`src/rtl/sat_pkg.sv`:
```
// Shared types and default sizing for the SAT variable-update scheduler.
package sat_pkg;

    localparam int unsigned SatNumVar = 60;
    localparam int unsigned SatIterW  = 16;
    localparam int unsigned SatLat    = 4;

    typedef enum logic [2:0] {
        StIdle,
        StCheck,
        StUpd,
        StCapt,
        StFin
    } sat_state_e;

endpackage

```
`src/rtl/sat_onehot_dec.sv`:
```
// Index to one-hot decoder with enable; out-of-range indices decode to all zeros.
module sat_onehot_dec #(
    parameter int unsigned N    = 60,
    parameter int unsigned IdxW = 6
) (
    input  logic [IdxW-1:0] idx_i,
    input  logic            en_i,
    output logic [N-1:0]    onehot_o
);

    // Set exactly the addressed bit when enabled.
    always_comb begin
        onehot_o = '0;
        if (en_i && (32'(idx_i) < N)) begin
            onehot_o[idx_i] = 1'b1;
        end
    end

endmodule

```
`src/rtl/sat_var_sched.sv`:
```
// Round-robin variable-update scheduler: owns the assignment bus V, pulses one
// update enable per variable, captures VPE results, and decides solved/timeout
// after each sweep once the SATISFY chain has settled.
module sat_var_sched
    import sat_pkg::*;
#(
    parameter int unsigned NUM_VAR = SatNumVar,
    parameter int unsigned ITER_W  = SatIterW,
    parameter int unsigned SAT_LAT = SatLat
) (
    input  logic               clk_i,
    input  logic               rst_i,
    input  logic               start_i,
    input  logic [ITER_W-1:0]  max_iter_i,
    input  logic [NUM_VAR-1:0] v_init_i,
    input  logic [NUM_VAR-1:0] vi_bus_i,
    input  logic               satisfy_i,
    output logic [NUM_VAR-1:0] v_o,
    output logic [NUM_VAR-1:0] vul_en_o,
    output logic               busy_o,
    output logic               done_o,
    output logic               solved_o,
    output logic [ITER_W-1:0]  iter_cnt_o
);

    localparam int unsigned IdxW  = (NUM_VAR > 1) ? $clog2(NUM_VAR) : 1;
    localparam int unsigned WaitW = (SAT_LAT > 1) ? $clog2(SAT_LAT) : 1;

    localparam logic [WaitW-1:0] WaitInit = WaitW'(SAT_LAT - 1);
    localparam logic [IdxW-1:0]  IdxLast  = IdxW'(NUM_VAR - 1);

    sat_state_e         state_q;
    logic [WaitW-1:0]   wait_q;
    logic [IdxW-1:0]    idx_q;
    logic [ITER_W-1:0]  max_iter_q;
    logic [ITER_W-1:0]  iter_cnt_q;
    logic [NUM_VAR-1:0] v_q;
    logic [NUM_VAR-1:0] vul_en_q;
    logic               busy_q;
    logic               done_q;
    logic               solved_q;

    logic               check_last;
    logic               sweep_end;
    logic               upd_next;
    logic [IdxW-1:0]    upd_idx;
    logic [NUM_VAR-1:0] upd_onehot;

    // Decode whether the next cycle is an UPD cycle and which variable it targets,
    // so the enable can be registered on the way into UPD.
    always_comb begin
        check_last = (state_q == StCheck) && (wait_q == '0);
        sweep_end  = (state_q == StCapt) && (idx_q == IdxLast);
        upd_next   = (check_last && !satisfy_i && (iter_cnt_q != max_iter_q)) ||
                     ((state_q == StCapt) && (idx_q != IdxLast));
        upd_idx    = (state_q == StCapt) ? idx_q + IdxW'(1) : '0;
    end

    sat_onehot_dec #(
        .N    (NUM_VAR),
        .IdxW (IdxW)
    ) u_dec (
        .idx_i    (upd_idx),
        .en_i     (upd_next),
        .onehot_o (upd_onehot)
    );

    // Scheduler FSM with its counters, V register and registered outputs.
    always_ff @(posedge clk_i or posedge rst_i) begin
        if (rst_i) begin
            state_q    <= StIdle;
            wait_q     <= '0;
            idx_q      <= '0;
            max_iter_q <= '0;
            iter_cnt_q <= '0;
            v_q        <= '0;
            vul_en_q   <= '0;
            busy_q     <= 1'b0;
            done_q     <= 1'b0;
            solved_q   <= 1'b0;
        end else begin
            done_q   <= 1'b0;
            vul_en_q <= upd_onehot;
            unique case (state_q)
                StIdle: begin
                    if (start_i) begin
                        v_q        <= v_init_i;
                        iter_cnt_q <= '0;
                        solved_q   <= 1'b0;
                        max_iter_q <= max_iter_i;
                        wait_q     <= WaitInit;
                        idx_q      <= '0;
                        busy_q     <= 1'b1;
                        state_q    <= StCheck;
                    end
                end
                StCheck: begin
                    if (wait_q != '0) begin
                        wait_q <= wait_q - WaitW'(1);
                    end else if (satisfy_i) begin
                        solved_q <= 1'b1;
                        busy_q   <= 1'b0;
                        done_q   <= 1'b1;
                        state_q  <= StFin;
                    end else if (iter_cnt_q == max_iter_q) begin
                        busy_q  <= 1'b0;
                        done_q  <= 1'b1;
                        state_q <= StFin;
                    end else begin
                        idx_q   <= '0;
                        state_q <= StUpd;
                    end
                end
                StUpd: begin
                    state_q <= StCapt;
                end
                StCapt: begin
                    v_q[idx_q] <= vi_bus_i[idx_q];
                    if (sweep_end) begin
                        // Saturate rather than wrap so a long run never aliases to zero.
                        iter_cnt_q <= (iter_cnt_q == '1) ? iter_cnt_q
                                                         : iter_cnt_q + ITER_W'(1);
                        wait_q     <= WaitInit;
                        state_q    <= StCheck;
                    end else begin
                        idx_q   <= idx_q + IdxW'(1);
                        state_q <= StUpd;
                    end
                end
                StFin: begin
                    state_q <= StIdle;
                end
                default: begin
                    state_q <= StIdle;
                end
            endcase
        end
    end

    assign v_o        = v_q;
    assign vul_en_o   = vul_en_q;
    assign busy_o     = busy_q;
    assign done_o     = done_q;
    assign solved_o   = solved_q;
    assign iter_cnt_o = iter_cnt_q;

endmodule

```
`config.mk`:
```
export PLATFORM = sky130hd
export DESIGN_NAME = sat_var_sched
export DESIGN_NICKNAME = d
export VERILOG_FILES = /design/src/rtl/sat_pkg.sv /design/src/rtl/sat_onehot_dec.sv /design/src/rtl/sat_var_sched.sv
export SDC_FILE = /design/constraint.sdc
export NUM_CORES = 1
export LEC_CHECK = 0
export ABC_AREA = 1
export BUFFER_PORTS_ARGS = -buffer_cell sky130_fd_sc_hd__buf_2
export CAP_MARGIN = 20
export CORE_MARGIN = 3
export CORE_UTILIZATION = 52
export CTS_CLUSTER_DIAMETER = 100
export DETAILED_ROUTE_END_ITERATION = 10
export GPL_TIMING_DRIVEN = 0
export PLACE_DENSITY_LB_ADDON = 0.1
export SLEW_MARGIN = 20
export SYNTH_ARGS = -nofsm -noshare
export SYNTH_HDL_FRONTEND = slang
export SYNTH_SLANG_ARGS = --single-unit
```
`constraint.sdc`:
```
create_clock -name clk_i -period 6.55 [get_ports clk_i]
set_input_delay 0.3275 -clock clk_i [delete_from_list [all_inputs] [get_ports clk_i]]
set_output_delay 0.3275 -clock clk_i [all_outputs]
set_load 0.03 [all_outputs]
```
==> flow_metrics.py, run 1 <==
metrics = {
    "run_status": {
        "status": "finished clean",
    },
    "min_path": {
        "hold_path_class": "in2reg",
    },
    "clock_tree": {
        "postCtsSetupBuffers": 0,
        "ctsResizeCount": 0,
        "insertion_delay_ns": 0.44,
        "clk_path_buf_depth": 2,
        "clk_pin_slew_ns": 0.07,
        "htreeDepth": 4,
        "tritoncts": "done",
        "clock-sinks": 166,
        "root_buffer": "clkbuf_16",
        "cts_buffers": 17,
    },
    "critical_path": {
        "crit_fanout": 8,
        "r2r_slack_ns": 4.35,
        "cp-start-kind": "flip-flop",
        "path_class": "reg2reg",
        "crit_chain": "buf_2 -> inv_1 -> nand2_1 -> inv_1 -> nand3_1 -> nor2_1 -> nor2_1 -> a21oi_1 -> nand2_1",
        "crit_path_end_kind": "flip-flop",
        "required_ns": 6.88,
        "slowest_stage": "nand3_1",
        "arrival_ns": 2.53,
        "cp_slowest_stage_delay_ns": 0.51,
    },
    "power": {
        "p_leak_nw": 6.38,
        "irDropWorstVdd_uv": 218,
        "p_per_area_nw_per_um2": 368,
    },
    "finish": {
        "fillCellCount": 1482,
        "final_util_pct": 67.2,
        "antenna_cells": 0,
        "syn_to_final_growth_pct": 26.1,
        "drive_above_1_share_pct": 23.0,
        "nets": 1729,
    },
    "synth": {
        "synthSimpleGateAreaFrac_pct": 36.5,
        "synth_fa_ha_area_share_pct": 0.424,
        "syn_area_sq_um": 8860,
        "syn_inst": 1287,
        "ys_seq_elements": 166,
        "avgSynthCellArea_sq_um": 6.89,
        "yosys-mux-area-fraction_pct": 0,
        "synth_top_family_by_area": "simple AND/OR/NAND/NOR gates",
        "syn_nets": 1430,
        "synth_top_area_share_pct": 46.9,
        "synth_compound_area_share_pct": 6.06,
        "yosysWarningCount": 0,
        "synth_area_leaders": "dfrtp_1 (47%), nand2_1 (19%), nor2_1 (12%)",
        "synth-xor-area-share_pct": 1.38,
        "post-synth-top-area-cell": "dfrtp_1",
        "ys_types": 32,
        "yosysSeqAreaShare_pct": 46.9,
    },
    "global_route": {
        "antenna_found_initial": 0,
        "grt_overflow": 0,
        "grt_pass1_vias": 8263,
        "grt_max_degree": 104,
        "grt_use_total_pct": 28.5,
        "grt_pass1_wl_microns": 41400,
    },
    "timing": {
        "slew_headroom_pct": 54.8,
        "fin_worst_skew_ns": 0.0124,
        "whs_ns": 0.0917,
        "fmax_mhz": 455,
        "setup_viol": 0,
        "finalHoldViolCount": 0,
        "worstMarginPinSlew_ns": 0.678,
        "finalCriticalPeriod_ns": 2.20,
        "min_period_over_period_pct": 33.5,
        "rsz0062_at_grt": "false",
        "drv_slew": 0,
    },
    "detailed_routing": {
        "first_pass_iters": 5,
        "wl_microns": 26800,
        "drtIter0Drc": 593,
        "viasPerCell": 5.00,
        "wire_per_inst_microns": 14.8,
        "route.detailed.drc": 0,
        "vias": 9089,
        "ant_nets": 0,
    },
    "die": {
        "row_count": 47,
        "core_sq_um": 16600,
        "ioPinCount": 279,
        "fp.dieH_microns": 137,
        "die_x_microns": 137,
        "initial_core_util_pct": 53.3,
        "die_area_sq_um": 18600,
    },
    "placed_design": {
        "portBuffers": 278,
        "dpl.hpwl_microns": 19600,
        "place.gp.congestion": 0.855,
    },
    "job": {
        "drv_cap": 0,
    },
}
[state kept, by name, indices dropped and copies added (netlist names)]
name,cells
v_o,60
iter_cnt_o,16
vul_en_o,60
state_q,3
done_o,1
max_iter_q,16
idx_q,6
solved_o,1
busy_o,1
wait_q,2
[critical path: cells and delay by family (launching register included)]
kind,cells,cell delay [ns]
AND/OR/NAND/NOR,5,1.05
flip-flops,1,0.36
AO/OA/AOI/OAI,1,0.16
buffers and inverters,3,0.52
[placed cells by master, fill, tap and decap left out, types with 3 or more instances in the layout]
cell and instances:
nand4_1 4, nor2_1 276, buf_2 295, clkinvlp_4 3, o21bai_1 5, nand3_1 67, nand2_2 3, o21ai_0 27
buf_4 6, ha_1 3, clkinv_8 5, nor2_2 7, nand2_1 439, xor2_1 13, dfrtp_1 166, clkbuf_16 17
inv_8 7, nand3_2 3, inv_2 11, nor3_1 6, a21oi_1 35, inv_1 137, o21ai_1 33, buf_6 3
clkbuf_1 12
[worst paths after layout]
check	from	end	depth (start not counted)
min reg2reg	v_o[12]$_DFFE_PP0P_	v_o[12]$_DFFE_PP0P_	2
max reg2reg	idx_q[2]$_DFFE_PP0P_	v_o[18]$_DFFE_PP0P_	9
max	idx_q[2]$_DFFE_PP0P_	v_o[18]$_DFFE_PP0P_	9
min in group asynchronous	rst_i	v_o[21]$_DFFE_PP0P_	3
max in group asynchronous	rst_i	max_iter_q[12]$_DFFE_PP0P_	4
min	max_iter_i[7]	max_iter_q[7]$_DFFE_PP0P_	3
[per-stage QoR]
stage | cells | total power [W] | area, sq um | setup WS, ns | setup TNS (ns)
5_1_grt | 1819 | 0.00436 | 11200 | 4.15 | 0
3_5_place_dp | 1786 | 0.00310 | 10600 | 4.36 | 0
6_report | 1819 | 0.00411 | 11200 | 4.35 | 0
2_1_floorplan | 1287 | 0.00260 | 8860 | 1.73 | 0
3_3_place_gp | 1785 | 0.00306 | 10500 | -0.251 | -39.37
4_1_cts | 1819 | 0.00412 | 11200 | 4.35 | 0
[timing repair]
action | 4_1_cts | 5_1_grt
hold buffers | 1 | 0
endpoints found under the setup margin | 0 | 0
hold endpoints to repair | 63 | 0
[power by group]
part / total [W] / internal (W) / switching, W
Combinational: 0.00167 / 0.000511 / 0.00116
Sequential: 0.00143 / 0.00127 / 0.000153
Clock: 0.00102 / 0.000517 / 0.000502
[synthesized netlist by cell type]
cell      instances
clkbuf_1         12
inv_2            11
nand2_1         439
ha_1              3
a22oi_1           1
a21oi_1          35
o21ai_1          33
nand2_2           3
xnor2_1           1
clkinv_1          2
nand3b_1          1
nor3_2            2
nor2_2            7
inv_1           138
or2_0             1
o21ai_0          27
dfrtp_1         166
nor2_1          276
xor2_1           13
nand3_2           3
buf_6             3
buf_2            17
nor2_4            1
a21o_1            1
nand4_1           4
buf_4             6
nor2_8            1
a21oi_2           1
o21bai_1          5
buf_1             1
nor3_1            6
nand3_1          67
[area by class of cell]
cell class / count / area (sq um) / share of cell area, %
flip-flops and latches: 166 / 4150 / 37.2
inverters: 151 / 574 / 5.14
clock inverters: 15 / 180 / 1.61
repair buffers: 280 / 1430 / 12.8
clock buffers: 17 / 425 / 3.81
well taps: 220 / 275 / 2.46
plain buffers: 39 / 213 / 1.90
multi-input cells: 931 / 3930 / 35.1
[kinds of logic after synthesis]
| family | count (synthesis) |
|---|---|
| DFF | 166 |
| AOI/OAI and AO/OA | 103 |
| xor gates and xnor gates | 14 |
| adders and majority gates | 3 |
| buffers and inverters | 190 |
| and+or+nand+nor | 811 |
[metal layers]
metal	wire length, microns	share of wire [%]	up-vias	GRT usage, %
li1	-	-	4509	-
met1	10800	40	4167	35.6
met2	13300	49	350	49.0
met3	2060	7.7	63	6.14
met4	709	2.6	0	9.69
met5	0	0	-	0
(Power assumes the default switching activity.)
==> run 2: changes to the inputs <==
==> constraint.sdc (replaced) <==
create_clock -name clk_i -period 2.25 [get_ports clk_i]
set_input_delay 0.1125 -clock clk_i [delete_from_list [all_inputs] [get_ports clk_i]]
set_output_delay 0.1125 -clock clk_i [all_outputs]
set_load 0.03 [all_outputs]
==> flow_metrics.py, run 2 (synthesis results as in run 1) <==
metrics = {
    "run_status": {
        "status": "finished clean",
    },
    "power": {
        "irDropWorstVdd_uv": 686,
        "combPwrFrac_pct": 40.9,
        "power.internal_w": 0.00679,
        "p_leak_nw": 6.57,
        "p_clk_share_pct": 24.8,
        "p_per_area_nw_per_um2": 1040,
        "seqPwrFrac_pct": 34.2,
        "sw_frac_of_total_pct": 44.2,
        "p_sw_w": 0.00538,
    },
    "finish": {
        "nets": 1760,
        "drive_above_1_share_pct": 23.8,
        "final_cell_mix": "nand2_1 (438), buf_2 (290), nor2_1 (276)",
        "final_area_sq_um": 11600,
        "final_common_cell": "nand2_1",
        "final_util_pct": 70.0,
        "fillCellCount": 1406,
        "syn_to_final_growth_pct": 31.4,
    },
    "critical_path": {
        "reg2reg_depth": 8,
        "cp-start-kind": "flip-flop",
        "cpMostUsedCell": "nor2_1",
        "r2r_slack_ns": 0.12,
        "cp_slowest_stage_delay_ns": 0.37,
        "r2r-end": "vul_en_o[46]$_DFF_PP0_",
        "crit_fanout": 7,
        "arrival_ns": 2.45,
        "r2r_start": "idx_q[1]$_DFFE_PP0P_",
        "slowest_stage": "dfrtp_1",
        "required_ns": 2.57,
        "crit_path_end_kind": "flip-flop",
        "crit_chain": "buf_2 -> nand2_1 -> nor2_1 -> xor2_1 -> nor2_2 -> nand4_1 -> nand3_1 -> nor2_1",
        "path_class": "reg2reg",
    },
    "clock_tree": {
        "clk_path_buf_depth": 2,
        "postCtsSetupBuffers": 0,
        "clock-sinks": 166,
        "root_buffer": "clkbuf_16",
        "insertion_delay_ns": 0.44,
        "tritoncts": "done",
        "htreeDepth": 4,
        "clk_pin_slew_ns": 0.08,
        "cts_buffers": 17,
    },
    "job": {
        "drv_cap": 0,
    },
    "detailed_routing": {
        "wl_microns": 27900,
        "wire_per_inst_microns": 15.1,
        "first_pass_iters": 6,
        "viasPerCell": 5.03,
        "drtIter0Drc": 633,
        "ant_nets": 0,
        "vias": 9312,
        "route.detailed.drc": 0,
    },
    "die": {
        "fp.dieH_microns": 137,
        "row_count": 47,
        "initial_core_util_pct": 53.3,
        "die_x_microns": 137,
        "die_area_sq_um": 18600,
        "ioPinCount": 279,
        "core_sq_um": 16600,
    },
    "timing": {
        "worstMarginPinSlew_ns": 0.617,
        "rsz0062_at_grt": "true",
        "drv_slew": 0,
        "finalHoldViolCount": 0,
        "fmax_mhz": 469,
        "fin_worst_skew_ns": 0.0133,
        "finalCriticalPeriod_ns": 2.13,
        "setup_viol": 0,
        "whs_ns": 0.00666,
        "min_period_over_period_pct": 94.7,
        "slew_headroom_pct": 58.9,
    },
    "placed_design": {
        "place.gp.congestion": 0.844,
        "place_area_sq_um": 10700,
        "portBuffers": 278,
        "dpl.hpwl_microns": 20300,
    },
    "min_path": {
        "holdPathEnd": "v_o[50]$_DFFE_PP0P_",
        "min_from": "v_init_i[50]",
        "hold_path_class": "in2reg",
        "hold_depth": 5,
    },
    "global_route": {
        "grt_use_total_pct": 30.0,
        "antenna_found_initial": 3,
        "grt_pass1_wl_microns": 43400,
        "grt_pass1_vias": 8809,
        "grt_overflow": 0,
        "grt_max_degree": 33,
    },
}
run 2: worst max path at each step:
stage                                   start                   endpoint  slack, ns  depth (start not counted)
CTS                 iter_cnt_o[0]$_DFFE_PP0P_  iter_cnt_o[2]$_DFFE_PP0P_       0.03                         13
global placement                        rst_i  max_iter_q[8]$_DFFE_PP0P_      -1.05                          2
detailed placement  iter_cnt_o[0]$_DFFE_PP0P_  iter_cnt_o[2]$_DFFE_PP0P_       0.04                         13
floorplan                               rst_i         busy_o$_DFFE_PP0P_       0.02                          1
global route             idx_q[1]$_DFFE_PP0P_     vul_en_o[45]$_DFF_PP0_      -0.02                          8
finish                   idx_q[1]$_DFFE_PP0P_     vul_en_o[46]$_DFF_PP0_       0.12                          8
run 2: power by group through the flow:
| stage | registers [W] | clock network, W | logic [W] |
|---|---|---|---|
| after detailed placement | 0.00417 | 0 | 0.00489 |
| after CTS | 0.00415 | 0.00305 | 0.00495 |
| after floorplan | 0.00518 | 0 | 0.00239 |
| after global routing | 0.00423 | 0.00318 | 0.00551 |
| after global placement | 0.00417 | 0 | 0.00474 |
| final | 0.00416 | 0.00302 | 0.00498 |
run 2: repair_timing:
action / in CTS / in global routing
endpoints found under the setup margin: 0 / 92
resized for setup: 0 / 29
endpoints found under the hold margin: 78 / 0
hold buffers: 27 / 0
run 2: area by class of cell:
cell class | instances | area [sq um] | area share, %
clock inverter | 15 | 196 | 1.69
buffer | 39 | 231 | 1.99
antenna | 1 | 2.50 | 0.0215
multi-input combinational | 931 | 3990 | 34.3
inverter | 151 | 571 | 4.90
clock buffer | 17 | 425 | 3.65
sequential | 166 | 4160 | 35.7
timing repair buffer | 311 | 1800 | 15.4
tap | 220 | 275 | 2.36
run 2: through the flow:
| step | instances | worst slack [ns] | setup TNS [ns] | total power (W) |
|---|---|---|---|---|
| 6_report | 1851 | 0.120 | 0 | 0.0122 |
| 5_1_grt | 1851 | -0.0247 | -0.0684 | 0.0129 |
| 4_1_cts | 1850 | 0.0254 | 0 | 0.0121 |
| 3_5_place_dp | 1791 | 0.0380 | 0 | 0.00906 |
| 3_3_place_gp | 1785 | -1.05 | -172.39 | 0.00892 |
| 2_1_floorplan | 1287 | 0.0247 | 0 | 0.00757 |
run 2: critical path: cells and delay by family, from the launching register on:
kind          cells  cell delay [ns]
buf+inv           1             0.21
flops             1             0.37
xor+xnor          1             0.13
simple gates      6             1.30
run 2: metal layers:
metal  track usage [%]  up-vias  share of wire (%)
met2              52.0      391                 50
met3              7.50       70                7.8
met1              35.8     4266                 39
met5                 0        -              0.050
li1                  -     4581                  -
met4              11.5        4                2.9
